File: src/rtl/fifo_level.sv
// fifo_level: synchronous FIFO with any DEPTH >= 1. It reports a fill level,
// almost-full/almost-empty flags against thresholds that can change at run
// time, sticky overflow/underflow flags, a synchronous flush, and either a
// show-ahead read port or a registered one.
//
// Ports:
//   clk_i, rst_ni               clock (rising edge), async active-low reset
//   flush_i                     synchronous empty-the-FIFO request
//   wr_en_i, wr_data_i          write request and data
//   rd_en_i                     read request
//   rd_data_o, rd_valid_o       read data; valid marks a delivered word
//   empty_o, full_o, level_o    fill status
//   afull_thr_i, aempty_thr_i   almost-full / almost-empty thresholds
//   almost_full_o/empty_o       level_o >= afull_thr_i / level_o <= aempty_thr_i
//   err_clr_i                   clears the sticky error flags
//   overflow_o, underflow_o     sticky: write dropped / read on empty
module fifo_level #(
  parameter int WIDTH   = 8,
  parameter int DEPTH   = 16,
  parameter int REG_OUT = 0,
  localparam int CNT_W  = $clog2(DEPTH + 1)
) (
  input  logic             clk_i,
  input  logic             rst_ni,
  input  logic             flush_i,
  input  logic             wr_en_i,
  input  logic [WIDTH-1:0] wr_data_i,
  input  logic             rd_en_i,
  output logic [WIDTH-1:0] rd_data_o,
  output logic             rd_valid_o,
  output logic             empty_o,
  output logic             full_o,
  output logic [CNT_W-1:0] level_o,
  input  logic [CNT_W-1:0] afull_thr_i,
  input  logic [CNT_W-1:0] aempty_thr_i,
  output logic             almost_full_o,
  output logic             almost_empty_o,
  input  logic             err_clr_i,
  output logic             overflow_o,
  output logic             underflow_o
);

  // DEPTH=1 keeps a one-bit pointer that never leaves 0.
  localparam int AW = (DEPTH > 1) ? $clog2(DEPTH) : 1;

  logic [WIDTH-1:0] r_mem [DEPTH];
  logic [AW-1:0]    r_wr_ptr;
  logic [AW-1:0]    r_rd_ptr;
  logic [CNT_W-1:0] r_level;
  logic             r_ovf;
  logic             r_udf;

  logic             w_empty;
  logic             w_full;
  logic             w_tunnel;
  logic             w_wr_acc;
  logic             w_rd_acc;
  logic             w_ovf_set;
  logic             w_udf_set;
  logic [CNT_W-1:0] w_level_nxt;
  logic [WIDTH-1:0] w_head;

  // Pointers wrap at DEPTH-1, so non-power-of-two depths work.
  function automatic logic [AW-1:0] ptr_inc(input logic [AW-1:0] p);
    if (p == AW'(DEPTH - 1)) begin
      return {AW{1'b0}};
    end else begin
      return p + AW'(1);
    end
  endfunction

  assign w_empty = (r_level == {CNT_W{1'b0}});
  assign w_full  = (r_level == CNT_W'(DEPTH));

  // Flush overrides everything, so it also masks every qualifier.
  assign w_tunnel  = wr_en_i & rd_en_i & w_empty & ~flush_i;
  assign w_wr_acc  = wr_en_i & (~w_full | rd_en_i) & ~w_tunnel & ~flush_i;
  assign w_rd_acc  = rd_en_i & ~w_empty & ~flush_i;
  assign w_ovf_set = wr_en_i & w_full & ~rd_en_i & ~flush_i;
  assign w_udf_set = rd_en_i & w_empty & ~wr_en_i & ~flush_i;

  assign w_head = r_mem[r_rd_ptr];

  // Next fill level: only an unpaired write or read changes it.
  always_comb begin
    w_level_nxt = r_level;
    case ({w_wr_acc, w_rd_acc})
      2'b10:   w_level_nxt = r_level + CNT_W'(1);
      2'b01:   w_level_nxt = r_level - CNT_W'(1);
      default: w_level_nxt = r_level;
    endcase
  end

  // Storage array; deliberately not reset.
  always_ff @(posedge clk_i) begin
    if (w_wr_acc) begin
      r_mem[r_wr_ptr] <= wr_data_i;
    end
  end

  // Pointers and level, cleared by reset or flush.
  always_ff @(posedge clk_i or negedge rst_ni) begin
    if (!rst_ni) begin
      r_wr_ptr <= {AW{1'b0}};
      r_rd_ptr <= {AW{1'b0}};
      r_level  <= {CNT_W{1'b0}};
    end else if (flush_i) begin
      r_wr_ptr <= {AW{1'b0}};
      r_rd_ptr <= {AW{1'b0}};
      r_level  <= {CNT_W{1'b0}};
    end else begin
      if (w_wr_acc) begin
        r_wr_ptr <= ptr_inc(r_wr_ptr);
      end
      if (w_rd_acc) begin
        r_rd_ptr <= ptr_inc(r_rd_ptr);
      end
      r_level <= w_level_nxt;
    end
  end

  // Sticky error flags; a new error in the same cycle beats the clear.
  always_ff @(posedge clk_i or negedge rst_ni) begin
    if (!rst_ni) begin
      r_ovf <= 1'b0;
      r_udf <= 1'b0;
    end else begin
      if (w_ovf_set) begin
        r_ovf <= 1'b1;
      end else if (err_clr_i) begin
        r_ovf <= 1'b0;
      end
      if (w_udf_set) begin
        r_udf <= 1'b1;
      end else if (err_clr_i) begin
        r_udf <= 1'b0;
      end
    end
  end

  generate
    if (REG_OUT != 0) begin : g_reg_out
      logic [WIDTH-1:0] r_rd_data;
      logic             r_rd_valid;

      // Registered read port: one-cycle latency, data holds between reads.
      always_ff @(posedge clk_i or negedge rst_ni) begin
        if (!rst_ni) begin
          r_rd_data  <= {WIDTH{1'b0}};
          r_rd_valid <= 1'b0;
        end else begin
          if (w_rd_acc) begin
            r_rd_data <= w_head;
          end else if (w_tunnel) begin
            r_rd_data <= wr_data_i;
          end
          r_rd_valid <= w_rd_acc | w_tunnel;
        end
      end

      assign rd_data_o  = r_rd_data;
      assign rd_valid_o = r_rd_valid;
    end else begin : g_comb_out
      // Show-ahead: the head is always visible; a tunnel bypasses storage.
      assign rd_data_o  = w_tunnel ? wr_data_i : w_head;
      assign rd_valid_o = w_rd_acc | w_tunnel;
    end
  endgenerate

  assign empty_o        = w_empty;
  assign full_o         = w_full;
  assign level_o        = r_level;
  assign almost_full_o  = (r_level >= afull_thr_i);
  assign almost_empty_o = (r_level <= aempty_thr_i);
  assign overflow_o     = r_ovf;
  assign underflow_o    = r_udf;

endmodule

File: config.mk
export PLATFORM = sky130hd
export DESIGN_NAME = fifo_level
export DESIGN_NICKNAME = d
export VERILOG_FILES = /design/src/rtl/fifo_level.sv
export SDC_FILE = /design/constraint.sdc
export NUM_CORES = 1
export LEC_CHECK = 0
export ABC_AREA = 0
export CAP_MARGIN = 20
export CORE_MARGIN = 1.5
export CORE_UTILIZATION = 53
export CTS_CLUSTER_DIAMETER = 100
export CTS_CLUSTER_SIZE = 12
export DETAILED_ROUTE_END_ITERATION = 16
export HOLD_SLACK_MARGIN = 0.02
export PLACE_DENSITY = 0.82
export SLEW_MARGIN = 20
export SYNTH_ARGS = -nofsm -noshare
export SYNTH_HDL_FRONTEND = slang
export SYNTH_SLANG_ARGS = --single-unit
File: constraint.sdc
create_clock -name clk_i -period 2.73 [get_ports clk_i]
set_clock_uncertainty 0.05 [all_clocks]
set_input_delay 0.546 -clock clk_i [delete_from_list [all_inputs] [get_ports clk_i]]
set_output_delay 0.546 -clock clk_i [all_outputs]
set_load 0.02 [all_outputs]
==> flow_metrics.py, run 1 <==
metrics = {
    "status": {
        "status": "finished, violations left",
        "violations": "setup timing",
    },
    "timing": {
        "slew_viol_final": 0,
        "layout_min_cycle_time_ns": 2.84,
        "fin_crit_sh": 1.04,
        "finalHoldViolCount": 0,
        "max_slew_margin": 0.509,
        "setup_violations": 8,
        "setup_ws_ns": -0.108,
        "rsz0062_at_grt": "yes",
        "maxClockFrequency_mhz": 352,
        "worstMarginPinSlew_ns": 0.734,
        "fin_hold_ws_ns": 0.458,
    },
    "route": {
        "first_iter_violations": 283,
        "drt-pass1-iter-count": 4,
        "vias_per_cell": 5.96,
        "wl_per_cell_um": 22.3,
        "wirelength_um": 14100,
        "drc": 0,
        "ant_nets": 0,
        "vias": 3786,
    },
    "setup_path": {
        "critPathRequiredTime_ns": 2.13,
        "reg2reg_to": "level_o[4]$_DFFE_PN0P_",
        "worstSetupStartpoint": "r_rd_ptr[0]$_DFFE_PN0P_",
        "rrSetupSlack_ns": 0.01,
        "critPathLaunchType": "register",
        "worstSetupPathType": "reg -> out",
        "crit_path_max_fanout": 5,
        "end_kind": "output pin",
        "arrival_ns": 2.24,
        "reg2reg_from": "level_o[1]$_DFFE_PN0P_",
        "reg2reg_depth": 10,
    },
    "synth": {
        "async_flop_share": 0.105,
        "synth_top_area_cell": "edfxtp_1",
        "synthTopCellsByCount": "edfxtp_1, mux4_2, a21oi_1",
        "yosysUniqueCellTypes": 47,
        "synth-edff-count": 128,
        "netlist_instances": 373,
        "yosysMostFrequentCell": "edfxtp_1",
        "synth_top_area_frac": 0.612,
        "synthTopCellsByArea": "edfxtp_1, mux4_2, dfrtp_1",
        "ys_ff_latch": 143,
        "syn_avg_cell_area_um2": 16.8,
        "synth-main-ff-cell": "edfxtp_1",
        "netlist_area_um2": 6280,
        "ys_seq_area_frac": 0.672,
        "ys_warn_count": 0,
        "synth_nets": 414,
    },
    "floorplan": {
        "die_w_um": 112,
        "start_util": 0.547,
        "die_h_um": 112,
        "rows": 39,
        "io_pins": 44,
        "die_area_um2": 12500,
        "coreArea_um2": 11500,
    },
    "grt": {
        "overflow": 0,
        "grt_antenna_before_repair": 0,
        "first_global_vias": 3986,
        "grt_max_degree": 33,
        "grt_use_total": 0.239,
        "grt_pass1_wl_um": 21700,
    },
    "clock_network": {
        "cts_sinks": 143,
        "htreeDepth": 4,
        "numCtsBuffers": 17,
        "clockRootBuffer": "clkbuf_16",
        "cts.clk_slew.worst_paths_ns": 0.06,
        "clockBufferDepth": 2,
        "clk_latency_ns": 0.42,
        "cts_tree": "done",
    },
    "pwr": {
        "pwr_density_cell_nw_per_um2": 846,
        "p_leak_nw": 3.01,
        "vdd_drop_max_mv": 0.678,
    },
    "layout": {
        "layout-drive-gt1-share": 0.370,
        "antenna_cells": 0,
        "area_delta_synth_final_pct": 33.4,
        "final_nets": 520,
        "instances_no_fill": 635,
        "final_area_um2": 8370,
    },
    "min_path": {
        "min_path_type": "reg -> reg",
        "min_from": "overflow_o$_DFFE_PN0P_",
        "worstHoldPathCells": 1,
        "holdPathEnd": "overflow_o$_DFFE_PN0P_",
    },
    "job": {
        "cap_violations": 0,
    },
    "placement": {
        "port_buffers": 43,
        "placed_area_um2": 7460,
        "place.gp.congestion": 0.816,
        "place_hpwl_um": 8690,
        "dp_slack_ns": -0.528,
        "dp.cells": 594,
    },
}
stage by stage:
step,util,setup TNS [ns],power [W]
3_3_place_gp,0.651,-4.24,0.00449
4_1_cts,0.724,-0.565,0.00704
6_report,0.730,-0.441,0.00708
5_1_grt,0.730,-1.03,0.00736
3_5_place_dp,0.651,-5.13,0.00454
2_1_floorplan,-,0,0.00376
layout by cell type, fill, tap and decap left out, types with 11 or more instances in the layout:
master	count
mux4_2	32
clkdlybuf4s50_1	29
edfxtp_1	128
buf_12	22
clkbuf_16	17
o22ai_2	11
inv_1	15
a21oi_1	15
ha_1	15
buf_4	39
dfrtp_1	13
worst max-delay path: stages, from the launching register on:
cell	delay, ns
dfrtp_2	0.39
buf_12	0.13
buf_12	0.13
mux4_2	0.52
mux2_4	0.31
o22ai_4	0.14
a21oi_2	0.07
buf_6	0.14
area by class of cell:
type                    instances  area (um2)
clock inverters                15         161
multi-input cells             194        2110
well taps                     143         179
fillers                       645        3090
inverters                      16        60.1
repair buffers                107        1220
flip-flops and latches        143        4220
clock buffers                  17         425
worst max-delay path by stage:
stage	endpoint	slack [ns]	depth (start not counted)
2_1_floorplan	level_o[4]$_DFFE_PN0P_	0.03	10
3_3_place_gp	almost_empty_o	-0.51	9
3_5_place_dp	almost_empty_o	-0.53	9
4_1_cts	rd_data_o[3]	-0.11	7
5_1_grt	rd_data_o[3]	-0.15	7
6_report	rd_data_o[3]	-0.11	7
power breakdown:
group / switching, W / internal, W
registers: 0.0000687 / 0.00247
logic: 0.00108 / 0.00120
clock network: 0.000918 / 0.00135
total: 0.00206 / 0.00502
routing by layer:
metal,share of wire,vias up,global-route usage
li1,-,1698,-
met1,0.37,1915,0.274
met2,0.55,157,0.412
met3,0.065,16,0.0817
met4,0.022,0,0.0996
met5,0,-,0
kinds of logic after synthesis:
logic type / after synthesis / synth area share
mux: 43 / 0.134
buf+inv: 36 / 0.0241
flops: 143 / 0.672
simple gates: 68 / 0.0646
fa+ha+maj: 17 / 0.0339
compound gates: 61 / 0.0640
xor+xnor: 5 / 0.00698
timing repair:
item,in CTS,in global routing
resized for setup,86,17
setup endpoints to repair,14,11
setup buffers,7,0
cloned,2,0
hold buffers,0,0
pin swaps,12,5
registers in the layout (all words and copies together), names as in the netlist:
signal	count
r_mem	128
level_o	5
overflow_o	1
r_rd_ptr	4
underflow_o	1
r_wr_ptr	4
Note: power is estimated with default switching activity, not from simulation.
==> run 2, diff against run 1 <==
--- a/config.mk
+++ b/config.mk
@@ -7,12 +7,15 @@
 export LEC_CHECK = 0
 export ABC_AREA = 0
 export CAP_MARGIN = 20
+export CELL_PAD_IN_SITES_DETAIL_PLACEMENT = 1
+export CELL_PAD_IN_SITES_GLOBAL_PLACEMENT = 2
+export CORE_ASPECT_RATIO = 0.9
 export CORE_MARGIN = 1.5
-export CORE_UTILIZATION = 53
+export CORE_UTILIZATION = 40
 export CTS_CLUSTER_DIAMETER = 100
 export CTS_CLUSTER_SIZE = 12
 export DETAILED_ROUTE_END_ITERATION = 16
-export HOLD_SLACK_MARGIN = 0.02
+export HOLD_SLACK_MARGIN = 0.15
 export PLACE_DENSITY = 0.82
 export SLEW_MARGIN = 20
 export SYNTH_ARGS = -nofsm -noshare
==> flow_metrics.py, run 2 (synthesis gave the netlist of run 1 again) <==
metrics = {
    "placement": {
        "dp.cells": 655,
        "place_hpwl_um": 10100,
        "port_buffers": 43,
        "place.gp.congestion": 0.749,
        "dp_slack_ns": -0.683,
    },
    "floorplan": {
        "die_w_um": 135,
        "start_util": 0.408,
        "io_pins": 44,
        "rows": 43,
        "coreArea_um2": 15400,
        "die_area_um2": 16500,
        "die_h_um": 122,
    },
    "setup_path": {
        "critPathRequiredTime_ns": 2.13,
        "crit_path_top_delay_cell": "mux4_2",
        "crit_top_cell": "buf_6",
        "crit_path_max_fanout": 6,
        "end_kind": "output pin",
        "critPathLaunchType": "register",
        "cpLargestDelayFamily": "multiplexers",
        "worstSetupStartpoint": "r_rd_ptr[0]$_DFFE_PN0P_",
        "reg2reg_from": "level_o[0]$_DFFE_PN0P_",
        "crit_buf_inv": 3,
        "arrival_ns": 2.24,
        "crit_chain": "buf_12 > buf_6 > mux4_2 > mux2_4 > o22ai_4 > a21oi_2 > buf_6",
        "worstSetupPathType": "reg -> out",
        "crit_path_max_incr_delay_ns": 0.49,
    },
    "clock_network": {
        "cts_sinks": 143,
        "cts_tree": "done",
        "clockBufferDepth": 2,
        "clk_latency_ns": 0.42,
        "cts.clk_slew.worst_paths_ns": 0.06,
        "numCtsBuffers": 17,
        "clockRootBuffer": "clkbuf_16",
        "htreeDepth": 4,
    },
    "timing": {
        "finalHoldViolCount": 0,
        "slew_viol_final": 0,
        "max_slew_margin": 0.503,
        "layout_min_cycle_time_ns": 2.84,
        "maxClockFrequency_mhz": 352,
        "setup_violations": 8,
        "rsz0062_at_grt": "yes",
        "worstMarginPinSlew_ns": 0.744,
        "setup_ws_ns": -0.108,
        "fin_crit_sh": 1.04,
    },
    "route": {
        "first_iter_violations": 263,
        "ant_nets": 0,
        "drc": 0,
        "vias_per_cell": 5.41,
        "wl_per_cell_um": 23.0,
        "vias": 3758,
        "wirelength_um": 16000,
        "drt-pass1-iter-count": 6,
    },
    "layout": {
        "final_common_cell": "edfxtp_1",
        "layout-drive-gt1-share": 0.349,
        "multiInputGateArea_um2": 2060,
        "fillers": 1452,
        "area_delta_synth_final_pct": 33.1,
        "largest_reg_flops": 128,
        "regMostFlops": "r_mem",
        "reg_top3": "r_mem x128, level_o x5",
        "regArea_um2": 4220,
        "final_cell_mix": "edfxtp_1, buf_4, mux4_2",
        "antenna_cells": 0,
        "final_nets": 521,
        "instances_no_fill": 695,
    },
    "grt": {
        "first_global_vias": 4207,
        "overflow": 0,
        "grt_antenna_before_repair": 0,
        "grt_pass1_wl_um": 24700,
        "grt_use_total": 0.211,
        "grt_max_degree": 37,
    },
    "job": {
        "cap_violations": 0,
    },
    "pwr": {
        "pwr_density_cell_nw_per_um2": 842,
        "p_leak_nw": 2.99,
        "total_power_w": 0.00704,
        "vdd_drop_max_mv": 0.472,
    },
    "min_path": {
        "min_from": "overflow_o$_DFFE_PN0P_",
        "min_path_type": "reg -> reg",
    },
    "status": {
        "violations": "setup timing",
        "status": "finished, violations left",
    },
}
==> run 2: cell count changes in the layout (fill, tap and decap cells not counted), sizes merged <==
cell,change
clkbuf,+2
inv,+3
clkinvlp,-1
clkinv,-4
buf,+1
==> run 2: worst register-to-register path, stage by stage, from the launching register on <==
cell and delay (ns):
dfrtp_2 0.44, buf_6 0.13, or4_4 0.54, o21ai_4 0.17, xnor2_2 0.07, ha_2 0.17, or3_1 0.30, a21oi_1 0.15
mux2i_1 0.12, or4_1 0.40, nand3_1 0.09
==> run 2: repair_timing <==
| action | 4_1_cts | 5_1_grt |
|---|---|---|
| endpoints found under the setup margin | 13 | 12 |
| hold buffers | 0 | 0 |
| pin swaps | 3 | 3 |
| setup buffers | 4 | 3 |
| endpoints found under the hold margin | 0 | 0 |
| cloned | 2 | 0 |
| gates resized for setup | 70 | 17 |
==> run 2: final cells by class <==
cell class,count,share of cell area
clock buffer,19,0.0518
clock inverter,13,0.0184
tap,202,0.0303
sequential,143,0.505
timing repair buffer,108,0.140
multi-input combinational,194,0.247
inverter,16,0.00719
==> run 2: path summary, 6_finish.rpt <==
check	slack (ns)	cells past startpoint	end
worst max-delay path	-0.11	7	rd_data_o[7]
max in group asynchronous	1.60	1	r_rd_ptr[0]$_DFFE_PN0P_
worst min register to register	0.48	1	overflow_o$_DFFE_PN0P_
min in group asynchronous	0.51	1	overflow_o$_DFFE_PN0P_
worst min-delay path	0.48	1	overflow_o$_DFFE_PN0P_
worst max register to register	0.03	10	level_o[4]$_DFFE_PN0P_
==> run 2: per-layer routing <==
layer  global-route usage  vias up  wire length (um)
li1                     -     1706                 -
met1                0.254     1921              6520
met2                0.361      106              8480
met3               0.0562       25               625
met4               0.0853        0               353
met5                    0        -                 0
==> run 2: per-stage QoR <==
step | utilization | area, um2 | hold WS [ns] | TNS (ns)
finish | 0.543 | 8350 | 0.478 | -0.662
global placement | 0.491 | 7550 | 0.441 | -4.98
floorplan | - | 6280 | 0.200 | 0
global route | 0.543 | 8350 | 0.510 | -1.40
detailed placement | 0.491 | 7550 | 0.463 | -7.44
CTS | 0.539 | 8290 | 0.485 | -1.28
==> run 2: report_power, final <==
| group | internal, W | total (W) | switching, W | leakage [nW] |
|---|---|---|---|---|
| registers | 0.00247 | 0.00256 | 0.0000929 | 1.35 |
| logic | 0.00112 | 0.00216 | 0.00105 | 1.36 |
| clock network | 0.00137 | 0.00231 | 0.000941 | 0.280 |
| total | 0.00496 | 0.00704 | 0.00208 | 2.99 |
